===== src/rtl/keypad_loader.sv =====
// Keypad front end for the mm:ss countdown timer: debounces a one-hot digit keypad and a clear key,
// then drives the timer's active-low load/clear strobes while tracking a shadow copy of its digits.
module keypad_loader #(
  parameter int DEBOUNCE_CYCLES = 16,
  parameter int CNT_W           = 5
) (
  input  logic       clk,
  input  logic       reset,
  input  logic [9:0] keys,
  input  logic       clear_key,
  input  logic       running,
  output logic [3:0] data,
  output logic       loadn,
  output logic       clearn,
  output logic       key_valid,
  output logic       key_error,
  output logic [1:0] digits,
  output logic [3:0] sh_us,
  output logic [3:0] sh_ds,
  output logic [3:0] sh_m
);

  typedef enum logic [2:0] {IDLE, DEBOUNCE, ACT, WAIT_REL, REL_DEB} state_t;

  localparam logic [CNT_W-1:0] CNT_DONE = CNT_W'(DEBOUNCE_CYCLES);

  state_t           state, state_nx;
  logic [CNT_W-1:0] cnt, cnt_nx;
  logic [10:0]      held, held_nx;
  logic [10:0]      sample;
  logic             single_key;
  logic             is_press;
  logic             released;
  logic [3:0]       held_bcd;

  // A clear combined with any digit, or two digits at once, is never a press.
  assign sample     = {clear_key, keys};
  assign single_key = (keys != '0) && ((keys & (keys - 10'd1)) == '0);
  assign is_press   = clear_key ? (keys == '0) : single_key;
  assign released   = (sample == '0);

  always_comb begin
    held_bcd = '0;
    for (int i = 0; i < 10; i++) begin
      if (held[i]) held_bcd = 4'(i);
    end
  end

  always_ff @(posedge clk or posedge reset) begin
    if (reset) begin
      state <= IDLE;
      cnt   <= '0;
      held  <= '0;
    end else begin
      state <= state_nx;
      cnt   <= cnt_nx;
      held  <= held_nx;
    end
  end

  always_comb begin
    // NOTE: every signal gets a default before the case so no path leaves it unassigned (no latch).
    state_nx = state;
    cnt_nx   = cnt;
    held_nx  = held;
    case (state)
      IDLE: begin
        if (is_press) begin
          state_nx = DEBOUNCE;
          cnt_nx   = CNT_W'(1);
          held_nx  = sample;
        end
      end
      DEBOUNCE: begin
        if (cnt == CNT_DONE)    state_nx = ACT;
        else if (sample == held) cnt_nx  = cnt + CNT_W'(1);
        else                    state_nx = IDLE;
      end
      ACT: state_nx = WAIT_REL;
      WAIT_REL: begin
        if (released) begin
          state_nx = REL_DEB;
          cnt_nx   = CNT_W'(1);
        end
      end
      REL_DEB: begin
        if (cnt == CNT_DONE) state_nx = IDLE;
        else if (released)   cnt_nx   = cnt + CNT_W'(1);
        else                 state_nx = WAIT_REL;
      end
      default: state_nx = IDLE;
    endcase
  end

  // The ACT cycle decides the action; strobes appear on the following cycle for exactly one clock.
  always_ff @(posedge clk or posedge reset) begin
    if (reset) begin
      data      <= '0;
      loadn     <= 1'b1;
      clearn    <= 1'b1;
      key_valid <= 1'b0;
      key_error <= 1'b0;
      digits    <= '0;
      sh_us     <= '0;
      sh_ds     <= '0;
      sh_m      <= '0;
    end else begin
      loadn     <= 1'b1;
      clearn    <= 1'b1;
      key_valid <= 1'b0;
      key_error <= 1'b0;
      if (state == ACT) begin
        if (held[10]) begin
          clearn <= 1'b0;
          sh_us  <= '0;
          sh_ds  <= '0;
          sh_m   <= '0;
          digits <= '0;
        end else if (!running && sh_us <= 4'd5) begin
          data      <= held_bcd;
          loadn     <= 1'b0;
          key_valid <= 1'b1;
          // NOTE: non-blocking assignments make this a true shift; each shadow takes its neighbour's old value.
          sh_m      <= sh_ds;
          sh_ds     <= sh_us;
          sh_us     <= held_bcd;
          if (digits != 2'd3) digits <= digits + 2'd1;
        end else begin
          key_error <= 1'b1;
        end
      end
    end
  end

endmodule


===== config.mk =====
export PLATFORM = sky130hd
export DESIGN_NAME = keypad_loader
export DESIGN_NICKNAME = d
export VERILOG_FILES = /design/src/rtl/keypad_loader.sv
export SDC_FILE = /design/constraint.sdc
export NUM_CORES = 1
export LEC_CHECK = 0
export CELL_PAD_IN_SITES_DETAIL_PLACEMENT = 0
export CELL_PAD_IN_SITES_GLOBAL_PLACEMENT = 1
export CORE_MARGIN = 2
export CORE_UTILIZATION = 37
export DETAILED_ROUTE_END_ITERATION = 7
export GPL_TIMING_DRIVEN = 0
export PLACE_DENSITY = 0.74
export SLEW_MARGIN = 20
export SYNTH_ARGS = -nofsm -noshare
export SYNTH_HDL_FRONTEND = slang
export SYNTH_SLANG_ARGS = --single-unit

===== constraint.sdc =====
create_clock -name clk -period 1.9 [get_ports clk]
set_input_delay 0.475 -clock clk [delete_from_list [all_inputs] [get_ports clk]]
set_output_delay 0.475 -clock clk [all_outputs]
set_load 0.01 [all_outputs]

Word level (Yosys, flattened, before mapping)
Cells that the tools add are included.

Latch bits: 0. Memories: 0. ROM bits: 0. Bits in writable memories: 0. Bits in registers: 41. Input bits: 14. Word-level logic and storage cells: 93.

Order comparisons: 1. Muxes and demuxes: 43. Bitwise logic cells: 2. Reductions and logical operators: 17. Divide/modulo/power cells: 0. Shift operators: 0. Multipliers: 0. Eq/ne operators: 15. Add/sub/neg operators: 3.

Operators with widths (count): 2-to-1 mux 4 bit (14); 2-to-1 mux 5 bit (6); zero test 10 bit (2); case mux 5 bit (4 select lines) (1); 2-to-1 mux 3 bit (6); case mux 3 bit (5 select lines) (1); != test 2 bit (second input constant) (7); 2-to-1 mux 1 bit (12); == test 11 bit (1); zero test 11 bit (1); bitwise AND 10 bit (1); nonzero test 10 bit (1); subtractor 10 x 1 -> 10 bit (second input constant) (1); AND reduction 7 bit (1); == test 3 x 2 -> 1 bit (second input constant) (2); 2-to-1 mux 2 bit (3); != test 3 bit (second input constant) (2); AND reduction 3 bit (2); adder 5 x 1 -> 5 bit (second input constant) (1); == test 5 bit (second input constant) (1); <= comparator 4 x 3 -> 1 bit (second input constant) (1); AND reduction 2 bit (2); AND reduction 4 bit (1); nonzero test 2 bit (2); 8 further kinds (9).

Depth between registers and ports, before layout
Gate-level depths: netlist of run 1.

Word-level depth: 11. Mapped depth: 9. Depth with buffers taken out: 8.

Least setup slack after synthesis of run 1
No wires, ideal clock.

Path kind: input to register. Start point: input port keys[9]. End point: register cnt[0]. Setup slack: -141 ps. Data arrival time: 1916 ps. Library setup time: 125 ps. Cell stages on the path: 6. Path through: xor2_1 > or4_4 > nor3_4 > o21a_4 > o211ai_4 > mux2_4.

Word-level cells in the longest chain between the ends: 7. Elaborated cells on any way between the ends: 14. Classes of those cells: add/sub (1); eq/ne (5); mux (1); bitwise (1); reduce/logical (6).

RTL lines: from (decl) (line 9) `input logic [9:0] keys,`; subtractor 10 x 1 -> 10 bit (line 38) `assign single_key = (keys != '0) && ((keys & (keys - 10'd1)) == '0);`; bitwise AND 10 bit (line 38); zero test 10 bit (line 38); logical AND 1 bit (line 38); 2-to-1 mux 1 bit (line 39) `assign is_press = clear_key ? (keys == '0) : single_key;`; != test 2 bit (no source line); AND reduction 7 bit (no source line) (*); to (signal assigned) (line 56) `cnt <= cnt_nx;`; to (decl) (line 28) `logic [CNT_W-1:0] cnt, cnt_nx;`.

Mark *: on every way between the ends. The rest lies on a longest branch, timed or not. A chain may end at the register's enable or synchronous reset.

Worst setup path after layout of run 1
Start point: register held[9]. End point: register cnt[0].

Word-level cells in the longest chain between the ends: 3.

RTL lines: from (decl) (line 29) `logic [10:0] held, held_nx;`; from (signal assigned) (line 57) `held <= held_nx;`; == test 11 bit (line 76) `else if (sample == held) cnt_nx = cnt + CNT_W'(1);`; != test 2 bit (no source line); AND reduction 7 bit (no source line).

Every way passes these cells.

==> metrics.md, run 1 <==
| Metric | Value |
|---|---|
| Initial core utilization | 38.2% |
| Layout cells sized above 1 | 22.9% |
| Worst Reg2Reg Path Length in Cells | 6 |
| Warnings, synthesis | 0 |
| Max Root-Sink Buffers | 2 |
| Clock Latency Late Sink | 300 ps |
| Crit path max fanout | 5 |
| Final antenna-violating net count | 0 |
| # DRC | 0 |
| Largest net degree at the start of global routing | 22 |
| Initial antenna violation count | 0 |
| Post-synthesis simple-gate area fraction | 15.6% |
| # hold bufs at CTS | 0 |
| Mapped Cells | 205 |
| Finished layout cell area | 2800 um^2 |
| CP Class | flip-flop to flip-flop |
| Required @ worst endpoint | 2080 ps |
| Top_reg_cell synth | dfrtp_1 |
| Critical R2R Launch | held[9] |
| Root Buffer | clkbuf_8 |
| Slew @ Worst Pin | 463 ps |
| Fin util | 50.8% |
| First-pass GRT wire length | 7730 um |
| Inserted Diodes | 0 |
| Achievable frequency | 501 MHz |
| Peak supply drop | 0.320 mV |
| Worst setup margin | -95.5 ps |
| Power Dens Cells | 805 nW/um^2 |
| RSZ-0062 raised after global routing | yes |
| RR Endpoint | cnt[0] |
| Overflow after GRT | 0 |
| Max Cap Violations | 0 |
| Mux share of post-synthesis cell area | 7.55% |
| Met3 GRT Util | 3.51% |
| # fillers | 529 |
| Die height | 79.4 um |
| Final min period | 2000 ps |
| CTS Sinks | 41 |
| Starting DRT DRC Count | 55 |
| P&R area growth vs syn | 33.0% |
| Die width | 79.4 um |
| Sequential area share after synthesis | 48.9% |
| Avg Cell Area, Syn | 10.3 um^2 |
| Max_slew headroom | 69.1% |
| Core ar. | 5510 um^2 |
| Slew Viols, Final | 0 |
| Total Wirelength | 4490 um |
| Worst hold-check path type | flip-flop to flip-flop |
| LEAKAGE | 1.28 nW |
| EDFF count, synth | 0 |
| Asr flop ratio synth | 100% |
| Via density per instance | 5.17 |
| Multi-input gate area | 1120 um^2 |
| Failing checks | setup timing |
| # IOs | 36 |
| Vias in the first global route | 1625 |
| DP HPWL | 3280 um |
| Clock skew | 8.36 ps |
| Period utilisation layout | 105% |
| WL per Instance | 13.6 um |
| CP endpoint kind | flip-flop |
| Layout Nets | 274 |
| Reg clk slew, reported paths | 90 ps |
| Row cnt | 27 |
| Gpl congestion | 0.773 |
| Setup crit start | held[9] |
| Syn nets | 222 |
| Final Setup Violations | 5 |
| Num CTS Buffers | 5 |
| Hold WS | 488 ps |
| CTS tree | done |
| Reg area | 1030 um^2 |
| Initial DRT Pass Iterations | 4 |
| Number of synthesized register bits | 41 |
| Status | finished, violations left |
| DP Area | 2590 um^2 |
| Final hold vios | 0 |
| Post-Synth XOR/XNOR Area | 4.58% |
| Reg2Reg Setup Slack | -100 ps |
| Distinct cell type count after synthesis | 44 |
| Synthesized cell area | 2100 um^2 |
| Critical Path Start Type | flip-flop |
| Vias | 1707 |
| Critical Path AT | 2180 ps |
| GRT Total Usage | 15.6% |
| Adder-cell share of the synthesized area | 1.78% |
| GRT busiest layer | met2 |
| Die area | 6310 um^2 |
| H-tree Lvls | 2 |
| Port Buffers | 35 |
| Critical Path Sink | cnt[0] |
| Main combinational cell family by area after synthesis | compound AO/OA/AOI/OAI gates |
| Post-synthesis compound-gate area fraction | 19.0% |
| Global routing usage on met1 | 21.2% |
| GRT met2 Usage | 24.7% |
[repair_timing]
action | CTS | global route
setup buffers | 7 | 1
pin swaps | 15 | 11
endpoints found under the setup margin | 17 | 29
gates resized for setup | 41 | 23
gates cloned | 1 | 0
[sequential cells by signal, indices dropped and copies added, names as in the netlist]
signal,cells
clearn,1
cnt,5
data,4
digits,2
held,11
key_error,1
key_valid,1
loadn,1
sh_ds,4
sh_m,4
sh_us,4
state,3
[cells in the mapped netlist, types with 3 or more instances]
cell type | n | area (um^2)
nand4_1 | 3 | 18.8
o22a_1 | 3 | 26.3
a22o_1 | 7 | 61.3
nand2b_1 | 3 | 18.8
a21o_1 | 6 | 45.0
nand3_1 | 5 | 25.0
dfrtp_1 | 39 | 976
inv_1 | 7 | 26.3
ha_1 | 3 | 37.5
xor2_1 | 3 | 26.3
clkbuf_1 | 4 | 15.0
o21ai_0 | 10 | 50.1
nor2_1 | 15 | 56.3
xnor2_1 | 8 | 70.1
o21ai_1 | 4 | 20.0
nand2_1 | 24 | 90.1
a21boi_1 | 3 | 22.5
and3_1 | 3 | 18.8
nor3_1 | 5 | 25.0
mux2_1 | 11 | 124
a21oi_1 | 9 | 45.0
[metrics by stage]
stage          total power, mW  TNS [ps]  instances  setup slack (ps)
6_report                  2.25      -258        330             -95.5
3_3_place_gp              1.62    -30940        312              -769
2_1_floorplan             1.39     -63.2        205             -63.2
4_1_cts                   2.27      -599        329              -180
5_1_grt                   2.42      -707        330              -150
3_5_place_dp              1.63    -14280        313              -808
[worst min-delay path by stage]
stage	startpoint	to	slack [ps]	cells past startpoint
2_1_floorplan	cnt[4]	cnt[4]	480	1
3_3_place_gp	data[3]	data[3]	470	1
3_5_place_dp	data[0]	data[0]	470	2
4_1_cts	keys[9]	held[9]	490	2
5_1_grt	keys[0]	held[0]	500	2
6_report	data[0]	data[0]	490	2
[final cells by class]
type	instances	area share, %
Multi-Input combinational cell	150	39.9
Tap cell	72	3.22
Inverter	8	1.07
Buffer	6	1.21
Clock inverter	3	0.894
Sequential cell	41	36.8
Clock buffer	5	2.46
Timing Repair Buffer	45	14.4
[per-layer routing]
| layer | up-vias | wire length (um) |
|---|---|---|
| li1 | 840 | - |
| met1 | 824 | 2120 |
| met2 | 39 | 2100 |
| met3 | 4 | 200 |
| met4 | 0 | 62 |
| met5 | - | 0 |
[power by group]
part	leakage [nW]	switching, mW	internal (mW)
logic	0.693	0.357	0.303
clock network	0.0452	0.335	0.268
registers	0.543	0.0441	0.945
[placed cells by master, fill, tap and decap left out, drive strengths merged, types with 2 or more instances in the layout]
master,synthesis,final
dfrtp,39,39
clkdlybuf4s50,0,24
nand2,24,24
buf,2,17
nor2,15,15
o21ai,14,14
clkbuf,4,13
mux2,12,12
inv,8,10
a21oi,9,9
xnor2,8,8
a22o,7,7
nor3,7,7
a21o,6,6
nand3,5,5
nand2b,3,3
nand4,3,3
xor2,3,3
a21boi,3,3
o22a,3,3
and3,3,3
ha,3,3
or3,2,2
mux2i,2,2
and2,2,2
dfstp,2,2
o21a,2,2
a211oi,2,2
o21bai,2,2
[critical path: stages (launching register included)]
cell and delay (ps):
dfrtp_1 400, xor2_1 140, or4_4 520, nor3_4 220, o21a_4 170, o211ai_4 110, mux2_4 310
[cells by family (layout without fill, tap and decap cells)]
group           Yosys count  count (layout)
compound gates           55              55
xor+xnor                 11              11
fa+ha+maj                 3               3
buf+inv                  14              67
flops                    41              41
mux                      14              14
simple gates             67              67
(Power assumes the default switching activity.)
==> run 2, diff against run 1 <==
--- a/config.mk
+++ b/config.mk
@@ -12,6 +12,7 @@
 export DETAILED_ROUTE_END_ITERATION = 7
 export GPL_TIMING_DRIVEN = 0
 export PLACE_DENSITY = 0.74
+export SKIP_LAST_GASP = 1
 export SLEW_MARGIN = 20
 export SYNTH_ARGS = -nofsm -noshare
 export SYNTH_HDL_FRONTEND = slang
==> run 2 against run 1 <==
The flow still finishes with violations (setup timing). Combinational power about the same. Cell count increased by 0.61%. Setup slack improved by 11 ps. Non-clock buffer count increased by 2. Critical endpoint unchanged. Highest routed layer unchanged.
==> metrics.md, run 2 (synthesis gave the netlist of run 1 again) <==
| Metric | Value |
|---|---|
| H-tree Lvls | 2 (unchanged) |
| Commonest non-fill, non-tap cell in the layout | dfrtp_1 (unchanged) |
| Worst setup margin | -84.3 ps (was -95.5 ps) |
| Clock Latency Late Sink | 290 ps (was 300 ps) |
| Largest regs | held: 11 flops, cnt: 5 flops (unchanged) |
| Overflow after GRT | 0 (unchanged) |
| LEAKAGE | 1.29 nW (was 1.28 nW) |
| Status | finished, violations left (unchanged) |
| Final min period | 1980 ps (was 2000 ps) |
| Crit path max fanout | 5 (unchanged) |
| CTS tree | done (unchanged) |
| CP endpoint kind | flip-flop (unchanged) |
| # fillers | 525 (was 529) |
| Final hold vios | 0 (unchanged) |
| Critical Path AT | 2170 ps (was 2180 ps) |
| Seq pwr share | 44.0% (was 43.9%) |
| Starting DRT DRC Count | 52 (was 55) |
| Vias in the first global route | 1625 (unchanged) |
| Initial core utilization | 38.2% (unchanged) |
| Total Power | 2.25 mW (about the same) |
| Power Dens Cells | 797 nW/um^2 (was 805 nW/um^2) |
| Internal Power | 1.51 mW (was 1.52 mW) |
| Row cnt | 27 (unchanged) |
| Slew @ Worst Pin | 464 ps (was 463 ps) |
| Clock skew | 4.61 ps (was 8.36 ps) |
| Die area | 6310 um^2 (unchanged) |
| Initial DRT Pass Iterations | 4 (unchanged) |
| Largest net degree at the start of global routing | 22 (unchanged) |
| CTS Sinks | 41 (unchanged) |
| # IOs | 36 (unchanged) |
| # DRC | 0 (unchanged) |
| Die width | 79.4 um (unchanged) |
| Initial antenna violation count | 0 (unchanged) |
| Max_slew headroom | 69.0% (was 69.1%) |
| Max reg flops | 11 (unchanged) |
| Achievable frequency | 504 MHz (was 501 MHz) |
| Peak supply drop | 0.320 mV (about the same) |
| Core ar. | 5510 um^2 (unchanged) |
| Required @ worst endpoint | 2080 ps (about the same) |
| Total Wirelength | 4530 um (was 4490 um) |
| First-pass GRT wire length | 7730 um (unchanged) |
| Inserted Diodes | 0 (unchanged) |
| Worst hold-check path type | flip-flop to flip-flop (unchanged) |
| Period utilisation layout | 104% (was 105%) |
| Final Setup Violations | 5 (unchanged) |
| CP Class | flip-flop to flip-flop (unchanged) |
| Sw frac | 32.6% (was 32.7%) |
| RSZ-0062 raised after global routing | yes (unchanged) |
| Layout Nets | 276 (was 274) |
| Most flops, register | held (unchanged) |
| Net Sw Power | 732 uW (was 736 uW) |
| Clock share of power | 26.6% (was 26.8%) |
| Max Root-Sink Buffers | 2 (unchanged) |
| GRT Total Usage | 15.6% (unchanged) |
| Vias | 1716 (was 1707) |
| Combinational share of power | 29.3% (about the same) |
| WL per Instance | 13.6 um (about the same) |
| Final antenna-violating net count | 0 (unchanged) |
| Most frequent cells in the layout | dfrtp_1, clkdlybuf4s50_1, nand2_1, nor2_1, mux2_1 (unchanged) |
| DP HPWL | 3280 um (unchanged) |
| Root Buffer | clkbuf_8 (unchanged) |
| Gpl congestion | 0.773 (unchanged) |
| Num CTS Buffers | 5 (unchanged) |
| Failing checks | setup timing (unchanged) |
| # hold bufs at CTS | 0 (unchanged) |
| Fin util | 51.2% (was 50.8%) |
| Slew Viols, Final | 0 (unchanged) |
| Port Buffers | 35 (unchanged) |
| Max Cap Violations | 0 (unchanged) |
| P&R area growth vs syn | 34.0% (was 33.0%) |
| Critical Path Start Type | flip-flop (unchanged) |
| Layout cells sized above 1 | 23.1% (was 22.9%) |
| Via density per instance | 5.17 (about the same) |
| Reg clk slew, reported paths | 90 ps (about the same) |
| Die height | 79.4 um (unchanged) |
run 2: final cells by class:
| type | instances | area [um^2] | area share [%] |
|---|---|---|---|
| inverter | 8 | 30.0 | 1.06 |
| sequential | 41 | 1030 | 36.5 |
| buffer | 6 | 33.8 | 1.20 |
| tap | 72 | 90.1 | 3.19 |
| clock buffer | 5 | 68.8 | 2.44 |
| clock inverter | 3 | 25.0 | 0.887 |
| timing repair buffer | 47 | 423 | 15.0 |
| multi-input combinational | 150 | 1120 | 39.8 |
run 2: critical path: stages (launching register included):
cell and delay [ps]:
dfrtp_1 410, xor2_1 170, or4_4 490, nor3_4 220, o21a_4 170, o211ai_4 110
mux2_4 310
run 2: stage by stage:
stage | cell area [um^2] | hold WS, ps | std cells | setup slack, ps | setup TNS, ps
floorplan | 2120 | 476 | 205 | -63.2 | -63.2
global placement | 2560 | 473 | 312 | -769 | -30940
detailed placement | 2590 | 468 | 313 | -808 | -14280
CTS | 2780 | 488 | 329 | -180 | -612
global route | 2820 | 497 | 332 | -169 | -800
finish | 2820 | 488 | 332 | -84.3 | -223
run 2: routing by layer:
metal	track usage, %	wire length (um)
met3	3.51	211
met5	0	0
met1	21.2	2130
met4	5.17	61
met2	24.7	2120
run 2: path summary, 6_finish.rpt:
check / to / from / slack (ps) / depth (start not counted)
max: cnt[0] / held[1] / -80 / 6
min: data[0] / data[0] / 490 / 2
max reg2reg: cnt[0] / held[1] / -80 / 6
min reg2reg: data[0] / data[0] / 490 / 2
max in group asynchronous: data[2] / reset / 940 / 3
min in group asynchronous: sh_m[2] / reset / 500 / 2
run 2: timing repair:
action                                  in CTS  in global routing
pin swaps                                   15                  9
resized for setup                           37                 27
hold endpoints to repair                     0                  0
endpoints found under the setup margin      17                 30
buffers inserted                             7                  3
cloned                                       1                  0
run 2: power by group through the flow:
stage / combinational [mW] / clock, mW / sequential [mW]
after global routing: 0.739 / 0.674 / 0.999
after CTS: 0.654 / 0.621 / 0.990
after global placement: 0.615 / 0 / 1.00
final: 0.659 / 0.598 / 0.989
after floorplan: 0.365 / 0 / 1.03
after detailed placement: 0.626 / 0 / 1.01
